File: src/rtl/fft_pkg.sv
`default_nettype none
// ============================================================================
// fft_pkg : shared FFT widths, radix codes and stage-sequencer state encoding
// Rev 1.0 : initial release
// ============================================================================
package fft_pkg;

  localparam int POINTS_W   = 11;
  localparam int STAGE_W    = 5;
  localparam int RADIX_W    = 3;
  localparam int MAX_POINTS = 1200;

  localparam logic [RADIX_W-1:0] R2 = 3'd2;
  localparam logic [RADIX_W-1:0] R3 = 3'd3;
  localparam logic [RADIX_W-1:0] R5 = 3'd5;

  typedef enum logic [2:0] {
    S_IDLE  = 3'd0,
    S_CHECK = 3'd1,
    S_CMP   = 3'd2,
    S_RUN   = 3'd3,
    S_FIN   = 3'd4
  } seq_state_t;

  // Global stage order is all radix-5 stages, then radix-3, then radix-2.
  function automatic logic [RADIX_W-1:0] radix_of(input logic [STAGE_W-1:0] idx,
                                                  input logic [2:0]         s3,
                                                  input logic [1:0]         s5);
    logic [STAGE_W-1:0] w_n5;
    logic [STAGE_W-1:0] w_n53;
    w_n5  = {3'b000, s5};
    w_n53 = w_n5 + {2'b00, s3};
    if (idx < w_n5)  return R5;
    if (idx < w_n53) return R3;
    return R2;
  endfunction

endpackage
`default_nettype wire

File: src/rtl/fft_stage_sequencer_if.sv
`default_nettype none
// ============================================================================
// fft_stage_sequencer_if : butterfly job bus between sequencer and engine
// Rev 1.0 : initial release
// ============================================================================
interface fft_stage_sequencer_if;

  logic                          bf_valid;
  logic                          bf_ready;
  logic [fft_pkg::STAGE_W-1:0]   bf_stage;
  logic [fft_pkg::RADIX_W-1:0]   bf_radix;
  logic [fft_pkg::POINTS_W-1:0]  bf_span;
  logic [fft_pkg::POINTS_W-1:0]  bf_base;
  logic                          bf_first;

  modport master (
    output bf_valid, bf_stage, bf_radix, bf_span, bf_base, bf_first,
    input  bf_ready
  );

  modport slave (
    input  bf_valid, bf_stage, bf_radix, bf_span, bf_base, bf_first,
    output bf_ready
  );

endinterface
`default_nettype wire

File: src/rtl/fft_stage_sequencer_radix_mul.sv
`default_nettype none
// ============================================================================
// radix_mul : combinational x2/x3/x5 shift-add multiplier with overflow flag
// Rev 1.0 : initial release
// ============================================================================
module radix_mul
  import fft_pkg::*;
(
  input  logic [11:0]        a,
  input  logic [RADIX_W-1:0] radix,
  output logic [11:0]        y,
  output logic               ovf
);

  logic [14:0] w_a;
  logic [14:0] w_full;

  always_comb begin
    w_a = {3'b000, a};
    case (radix)
      R2:      w_full = w_a << 1;
      R3:      w_full = (w_a << 1) + w_a;
      R5:      w_full = (w_a << 2) + w_a;
      default: w_full = w_a;
    endcase
    y   = w_full[11:0];
    ovf = (w_full > 15'd2047);
  end

endmodule
`default_nettype wire

File: src/rtl/fft_stage_sequencer.sv
`default_nettype none
// ============================================================================
// fft_stage_sequencer : validates a mixed-radix stage split, then streams jobs
// Rev 1.0 : initial release
// ============================================================================
module fft_stage_sequencer
  import fft_pkg::*;
(
  input  logic                clk,
  input  logic                reset,
  input  logic                start,
  input  logic [3:0]          stages2,
  input  logic [2:0]          stages3,
  input  logic [1:0]          stages5,
  input  logic [POINTS_W-1:0] points,
  output logic                busy,
  output logic                done,
  output logic                err,
  fft_stage_sequencer_if.master bf
);

  seq_state_t          r_state, w_state_nxt;
  logic [3:0]          r_s2, w_s2_nxt;
  logic [2:0]          r_s3, w_s3_nxt;
  logic [1:0]          r_s5, w_s5_nxt;
  logic [POINTS_W-1:0] r_points, w_points_nxt;
  logic [11:0]         r_prod, w_prod_nxt;
  logic                r_ovf, w_ovf_nxt;
  logic [STAGE_W-1:0]  r_idx, w_idx_nxt;
  logic                r_busy, w_busy_nxt;
  logic                r_valid, w_valid_nxt;
  logic [STAGE_W-1:0]  r_stage, w_stage_nxt;
  logic [RADIX_W-1:0]  r_radix, w_radix_nxt;
  logic [POINTS_W-1:0] r_span, w_span_nxt;
  logic [POINTS_W-1:0] r_base, w_base_nxt;
  logic                r_first, w_first_nxt;
  logic                r_done, w_done_nxt;
  logic                r_err, w_err_nxt;

  logic [STAGE_W-1:0]  w_total;
  logic [11:0]         w_base_sum;
  logic [11:0]         w_mul_a;
  logic [RADIX_W-1:0]  w_mul_radix;
  logic [11:0]         w_mul_y;
  logic                w_mul_ovf;

  // One multiplier serves both the CHECK product and the RUN span update.
  radix_mul u_radix_mul (
    .a     (w_mul_a),
    .radix (w_mul_radix),
    .y     (w_mul_y),
    .ovf   (w_mul_ovf)
  );

  assign w_total    = {1'b0, r_s2} + {2'b00, r_s3} + {3'b000, r_s5};
  assign w_base_sum = {1'b0, r_base} + {9'd0, r_radix};

  always_comb begin
    w_state_nxt  = r_state;
    w_s2_nxt     = r_s2;
    w_s3_nxt     = r_s3;
    w_s5_nxt     = r_s5;
    w_points_nxt = r_points;
    w_prod_nxt   = r_prod;
    w_ovf_nxt    = r_ovf;
    w_idx_nxt    = r_idx;
    w_busy_nxt   = r_busy;
    w_valid_nxt  = r_valid;
    w_stage_nxt  = r_stage;
    w_radix_nxt  = r_radix;
    w_span_nxt   = r_span;
    w_base_nxt   = r_base;
    w_first_nxt  = r_first;
    w_done_nxt   = 1'b0;
    w_err_nxt    = 1'b0;
    w_mul_a      = r_prod;
    w_mul_radix  = radix_of(r_idx, r_s3, r_s5);

    case (r_state)
      S_IDLE: begin
        if (start) begin
          if (stages2 == 4'd0 && stages3 == 3'd0 && stages5 == 2'd0) begin
            w_err_nxt = 1'b1;
          end else begin
            w_s2_nxt     = stages2;
            w_s3_nxt     = stages3;
            w_s5_nxt     = stages5;
            w_points_nxt = points;
            w_prod_nxt   = 12'd1;
            w_ovf_nxt    = 1'b0;
            w_idx_nxt    = '0;
            w_busy_nxt   = 1'b1;
            w_state_nxt  = S_CHECK;
          end
        end
      end
      S_CHECK: begin
        w_prod_nxt = w_mul_y;
        w_ovf_nxt  = r_ovf | w_mul_ovf;
        w_idx_nxt  = r_idx + 5'd1;
        if (r_idx == w_total - 5'd1) w_state_nxt = S_CMP;
      end
      S_CMP: begin
        if (r_ovf || (r_prod != {1'b0, r_points})) begin
          w_err_nxt   = 1'b1;
          w_busy_nxt  = 1'b0;
          w_state_nxt = S_IDLE;
        end else begin
          w_span_nxt  = 11'd1;
          w_base_nxt  = '0;
          w_stage_nxt = '0;
          w_radix_nxt = radix_of('0, r_s3, r_s5);
          w_first_nxt = 1'b1;
          w_valid_nxt = 1'b1;
          w_state_nxt = S_RUN;
        end
      end
      S_RUN: begin
        w_mul_a     = {1'b0, r_span};
        w_mul_radix = r_radix;
        if (bf.bf_ready) begin
          if (w_base_sum == {1'b0, r_points}) begin
            if (r_stage == w_total - 5'd1) begin
              w_valid_nxt = 1'b0;
              w_first_nxt = 1'b0;
              w_state_nxt = S_FIN;
            end else begin
              w_span_nxt  = w_mul_y[POINTS_W-1:0];
              w_base_nxt  = '0;
              w_stage_nxt = r_stage + 5'd1;
              w_radix_nxt = radix_of(r_stage + 5'd1, r_s3, r_s5);
              w_first_nxt = 1'b1;
            end
          end else begin
            w_base_nxt  = w_base_sum[POINTS_W-1:0];
            w_first_nxt = 1'b0;
          end
        end
      end
      S_FIN: begin
        w_done_nxt  = 1'b1;
        w_busy_nxt  = 1'b0;
        w_state_nxt = S_IDLE;
      end
      default: begin
        w_busy_nxt  = 1'b0;
        w_valid_nxt = 1'b0;
        w_state_nxt = S_IDLE;
      end
    endcase
  end

  always_ff @(posedge clk or posedge reset) begin
    if (reset) begin
      r_state  <= S_IDLE;
      r_s2     <= '0;
      r_s3     <= '0;
      r_s5     <= '0;
      r_points <= '0;
      r_prod   <= 12'd1;
      r_ovf    <= 1'b0;
      r_idx    <= '0;
      r_busy   <= 1'b0;
      r_valid  <= 1'b0;
      r_stage  <= '0;
      r_radix  <= '0;
      r_span   <= '0;
      r_base   <= '0;
      r_first  <= 1'b0;
      r_done   <= 1'b0;
      r_err    <= 1'b0;
    end else begin
      r_state  <= w_state_nxt;
      r_s2     <= w_s2_nxt;
      r_s3     <= w_s3_nxt;
      r_s5     <= w_s5_nxt;
      r_points <= w_points_nxt;
      r_prod   <= w_prod_nxt;
      r_ovf    <= w_ovf_nxt;
      r_idx    <= w_idx_nxt;
      r_busy   <= w_busy_nxt;
      r_valid  <= w_valid_nxt;
      r_stage  <= w_stage_nxt;
      r_radix  <= w_radix_nxt;
      r_span   <= w_span_nxt;
      r_base   <= w_base_nxt;
      r_first  <= w_first_nxt;
      r_done   <= w_done_nxt;
      r_err    <= w_err_nxt;
    end
  end

  assign busy        = r_busy;
  assign done        = r_done;
  assign err         = r_err;
  assign bf.bf_valid = r_valid;
  assign bf.bf_stage = r_stage;
  assign bf.bf_radix = r_radix;
  assign bf.bf_span  = r_span;
  assign bf.bf_base  = r_base;
  assign bf.bf_first = r_first;

endmodule
`default_nettype wire

File: src/flat_wrapper.sv
// flat-port wrapper written by rule: the top's interface ports become plain ports
module fft_stage_sequencer_flat import fft_pkg::*;
  (clk, reset, start, stages2, stages3, stages5, points, busy, done, err, bf_bf_valid, bf_bf_stage, bf_bf_radix, bf_bf_span, bf_bf_base, bf_bf_first, bf_bf_ready);
  fft_stage_sequencer_if bf_i ();
  input  logic clk;
  input  logic reset;
  input  logic start;
  input  logic [3:0] stages2;
  input  logic [2:0] stages3;
  input  logic [1:0] stages5;
  input  logic [POINTS_W-1:0] points;
  output logic busy;
  output logic done;
  output logic err;
  output wire logic [$bits(bf_i.bf_valid)-1:0] bf_bf_valid;
  output wire logic [$bits(bf_i.bf_stage)-1:0] bf_bf_stage;
  output wire logic [$bits(bf_i.bf_radix)-1:0] bf_bf_radix;
  output wire logic [$bits(bf_i.bf_span)-1:0] bf_bf_span;
  output wire logic [$bits(bf_i.bf_base)-1:0] bf_bf_base;
  output wire logic [$bits(bf_i.bf_first)-1:0] bf_bf_first;
  input wire logic [$bits(bf_i.bf_ready)-1:0] bf_bf_ready;
  assign bf_bf_valid = bf_i.bf_valid;
  assign bf_bf_stage = bf_i.bf_stage;
  assign bf_bf_radix = bf_i.bf_radix;
  assign bf_bf_span = bf_i.bf_span;
  assign bf_bf_base = bf_i.bf_base;
  assign bf_bf_first = bf_i.bf_first;
  assign bf_i.bf_ready = bf_bf_ready;
  fft_stage_sequencer u_core (.clk(clk), .reset(reset), .start(start), .stages2(stages2), .stages3(stages3), .stages5(stages5), .points(points), .busy(busy), .done(done), .err(err), .bf(bf_i));
endmodule
File: config.mk
export PLATFORM = sky130hd
export DESIGN_NAME = fft_stage_sequencer_flat
export DESIGN_NICKNAME = d
export VERILOG_FILES = /design/src/rtl/fft_pkg.sv /design/src/rtl/fft_stage_sequencer_if.sv /design/src/rtl/fft_stage_sequencer_radix_mul.sv /design/src/rtl/fft_stage_sequencer.sv /design/src/flat_wrapper.sv
export SDC_FILE = /design/constraint.sdc
export NUM_CORES = 1
export LEC_CHECK = 0
export BUFFER_PORTS_ARGS = -buffer_cell sky130_fd_sc_hd__buf_2
export CAP_MARGIN = 25
export CORE_AREA = 2 2 85 168
export DETAILED_ROUTE_END_ITERATION = 12
export DIE_AREA = 0 0 87 170
export SLEW_MARGIN = 20
export SYNTH_ARGS = -nofsm -noshare
export SYNTH_HDL_FRONTEND = slang
export SYNTH_SLANG_ARGS = --single-unit
File: constraint.sdc
create_clock -name clk -period 3.3 [get_ports clk]
set_input_delay 0.33 -clock clk [delete_from_list [all_inputs] [get_ports clk]]
set_output_delay 0.33 -clock clk [all_outputs]
set_load 0.03 [all_outputs]
==> flow_metrics.py <==
metrics = {
    "pwr": {
        "ir_drop_v": 0.0003054,
        "power_density_nw_per_um2": 338.6,
        "leakage_nw": 3.538,
        "total_power_mw": 2.507,
    },
    "placed_design": {
        "dpl.hpwl_um": 13860,
        "place_ws_ps": -96.01,
        "post_dp_cell_area_um2": 6770,
        "dp_cells": 891,
        "gp_congestion": 0.9193,
        "port_buffers": 58,
    },
    "clocking": {
        "root_buffer": "clkbuf_16",
        "htree_levels": 3,
        "clock-sinks": 76,
        "clk_path_buf_depth": 2,
        "cts_buffers": 9,
        "clock_latency_ps": 340,
        "cts_tree": "yes",
        "path_clk_slew_ps": 60,
    },
    "critical_path": {
        "rr_startpoint": "u_core.r_s3[1]",
        "r2r-end": "u_core.bf.bf_radix[0]",
        "reg2regPathDepth": 13,
        "start_kind": "flop",
        "worstPathRequired_ps": 3520,
        "rrSetupSlack_ps": 40,
        "crit_fanout": 5,
        "worstSetupPathType": "flop to flop",
        "arrival_ps": 3480,
        "critPathCaptureType": "flop",
    },
    "sta": {
        "fin_ws_ps": 36.72,
        "period_needed_ps": 3263,
        "skew_ps": 8.460,
        "finalSetupViolCount": 0,
        "hold_violations": 0,
        "slew_headroom": 0.4839,
        "rsz0062_at_grt": "yes",
        "max_freq_ghz": 0.3064,
        "tightest_slew_ps": 772.2,
        "tns_ps": 0,
        "whs_ps": 219.1,
        "slew_viol_final": 0,
        "period_share": 0.9889,
    },
    "grt": {
        "grt_usage": 0.2465,
        "grt_pass1_wl_um": 28460,
        "grt-ovfl-total": 0,
        "grt_max_degree": 41,
        "first_global_vias": 5723,
        "antenna_found_initial": 0,
    },
    "route": {
        "drt_iter0_drc": 250,
        "wl_per_cell_um": 19.35,
        "dr.pass1.iters": 5,
        "final_antenna_net_count": 0,
        "vias": 5488,
        "postRouteWirelength_um": 17780,
        "vias_per_cell": 5.972,
        "drc_errors": 0,
    },
    "die": {
        "die_h_um": 170,
        "ios": 59,
        "start_util": 0.4421,
        "coreArea_um2": 13440,
        "dieArea_um2": 14790,
        "die_x_um": 87,
        "rows": 60,
    },
    "synth": {
        "yosys_most_used_dff": "dfrtp_1",
        "synthArstFlopShare": 1.000,
        "syn_inst": 651,
        "ys_types": 71,
        "synth_edf_count": 0,
        "ys_ff_latch": 76,
        "syn-num-nets": 725,
        "ys_seq_area_frac": 0.3203,
        "synth_area_um2": 5941,
        "ys_warn_count": 0,
        "synth_area_per_cell_um2": 9.125,
    },
    "finish": {
        "instances_no_fill": 919,
        "stdcell_area_um2": 7405,
        "layout-drive-gt1-share": 0.2880,
        "final_common_cell": "dfrtp_1",
        "nNetsFinal": 833,
        "antennaDiodeCount": 0,
        "area_growth_pct": 24.64,
        "final_util": 0.5510,
        "mostFrequentLayoutCells": "dfrtp_1, buf_4, buf_2, nand2_1, ha_1",
    },
    "job": {
        "cap_violations": 0,
    },
    "status": {
        "outcome": "finished, final reports clean",
    },
    "min_path": {
        "whs_endpoint": "u_core.r_s2[2]",
        "hold_depth": 3,
        "min_from": "stages2[2]",
        "hold_class": "primary input to flop",
    },
}
-- area by class of cell --
type	count	area (µm²)
clock buffers	9	225.2
clock inverters	7	98.84
fillers	1234	6033
inverters	38	143.9
multi-input cells	506	3968
flip-flops and latches	76	1904
well taps	155	193.9
repair buffers	128	870.8
-- worst max-delay path by stage --
stage / start / end / slack (ps) / cells past startpoint
after floorplan: u_core.r_s5[1] / u_core.bf.bf_radix[0] / 7 / 13
after global placement: u_core.r_s5[1] / u_core.bf.bf_stage[2] / -20 / 13
after detailed placement: u_core.r_state[0] / u_core.r_ovf / -100 / 12
after CTS: u_core.r_s3[1] / u_core.bf.bf_radix[0] / 10 / 13
after global routing: u_core.r_s3[1] / u_core.bf.bf_radix[0] / -80 / 13
final: u_core.r_s3[1] / u_core.bf.bf_radix[0] / 40 / 13
-- per-layer routing --
| layer | GRT usage | wire (µm) | share of wire | vias up |
|---|---|---|---|---|
| met3 | 0.02716 | 499 | 0.028 | 52 |
| li1 | - | - | - | 2589 |
| met1 | 0.2618 | 6695 | 0.38 | 2705 |
| met5 | 0 | 0 | 0 | - |
| met2 | 0.4603 | 9764 | 0.55 | 142 |
| met4 | 0.1284 | 823 | 0.046 | 0 |
-- critical path, cell delays in order (launching register included) --
cell     delay [ps]
dfrtp_1         360
inv_2            60
ha_4            270
inv_2            30
fa_1            440
ha_2            200
fa_2            590
xnor2_1         120
nand3_1         150
nor3_4          260
nor2_2           60
a21oi_2         160
buf_6           140
mux2_4          300
-- sequential cells by signal, summed over array words and instances, names as in the netlist, 2 cells and up --
signal,flops
u_core.bf.bf_span,11
u_core.bf.bf_stage,5
u_core.r_state,3
u_core.r_s5,2
u_core.bf.bf_radix,3
u_core.bf.bf_base,11
u_core.r_s2,4
u_core.r_s3,3
u_core.r_prod,12
u_core.r_idx,5
u_core.r_points,11
-- cells by family after synthesis --
group / share of synthesized area
AOI/OAI and AO/OA: 0.2112
xor gates and xnor gates: 0.09162
adders and majority gates: 0.1146
buffers and inverters: 0.05076
DFF: 0.3203
muxes: 0.04865
and+or+nand+nor: 0.1628
-- synth_stat cells, types with 3 or more instances --
| cell type | count | share of area |
|---|---|---|
| a211o_1 | 4 | 0.0059 |
| a211oi_1 | 15 | 0.019 |
| a21o_1 | 23 | 0.029 |
| a21oi_1 | 28 | 0.024 |
| a22o_1 | 4 | 0.0059 |
| a31oi_1 | 3 | 0.0032 |
| and2_1 | 9 | 0.0095 |
| and3_1 | 5 | 0.0053 |
| and4_1 | 3 | 0.0044 |
| buf_2 | 4 | 0.0034 |
| buf_4 | 6 | 0.0076 |
| clkbuf_1 | 19 | 0.012 |
| dfrtp_1 | 75 | 0.32 |
| fa_1 | 6 | 0.020 |
| ha_1 | 44 | 0.093 |
| inv_1 | 38 | 0.024 |
| mux2_2 | 15 | 0.028 |
| mux2i_1 | 9 | 0.015 |
| nand2_1 | 50 | 0.032 |
| nand2b_1 | 3 | 0.0032 |
| nand3_1 | 26 | 0.022 |
| nand4_1 | 10 | 0.011 |
| nor2_1 | 30 | 0.019 |
| nor2b_1 | 7 | 0.0074 |
| nor3_1 | 13 | 0.011 |
| nor3b_1 | 4 | 0.0051 |
| nor4_1 | 7 | 0.0074 |
| nor4b_1 | 3 | 0.0044 |
| o21a_1 | 3 | 0.0038 |
| o21ai_0 | 40 | 0.034 |
| o21bai_1 | 4 | 0.0051 |
| o221ai_1 | 3 | 0.0044 |
| o22ai_1 | 7 | 0.0074 |
| o2bb2ai_1 | 10 | 0.015 |
| o31ai_1 | 4 | 0.0051 |
| or2_2 | 4 | 0.0042 |
| or3_1 | 11 | 0.012 |
| xnor2_1 | 38 | 0.056 |
| xor2_1 | 19 | 0.028 |
-- what timing repair did --
item / 4_1_cts / 5_1_grt
gates resized for setup: 10 / 47
endpoints found under the setup margin: 21 / 41
pin swaps: 3 / 21
hold buffers: 1 / 0
endpoints found under the hold margin: 20 / 0
buffers inserted: 2 / 9
-- report_power, final --
group          switching [mW]  internal, mW  total (mW)
sequential             0.0544         0.961        1.02
combinational           0.233         0.174       0.406
clock                   0.417         0.668        1.09
No activity file was read; power rests on OpenSTA's default activity.
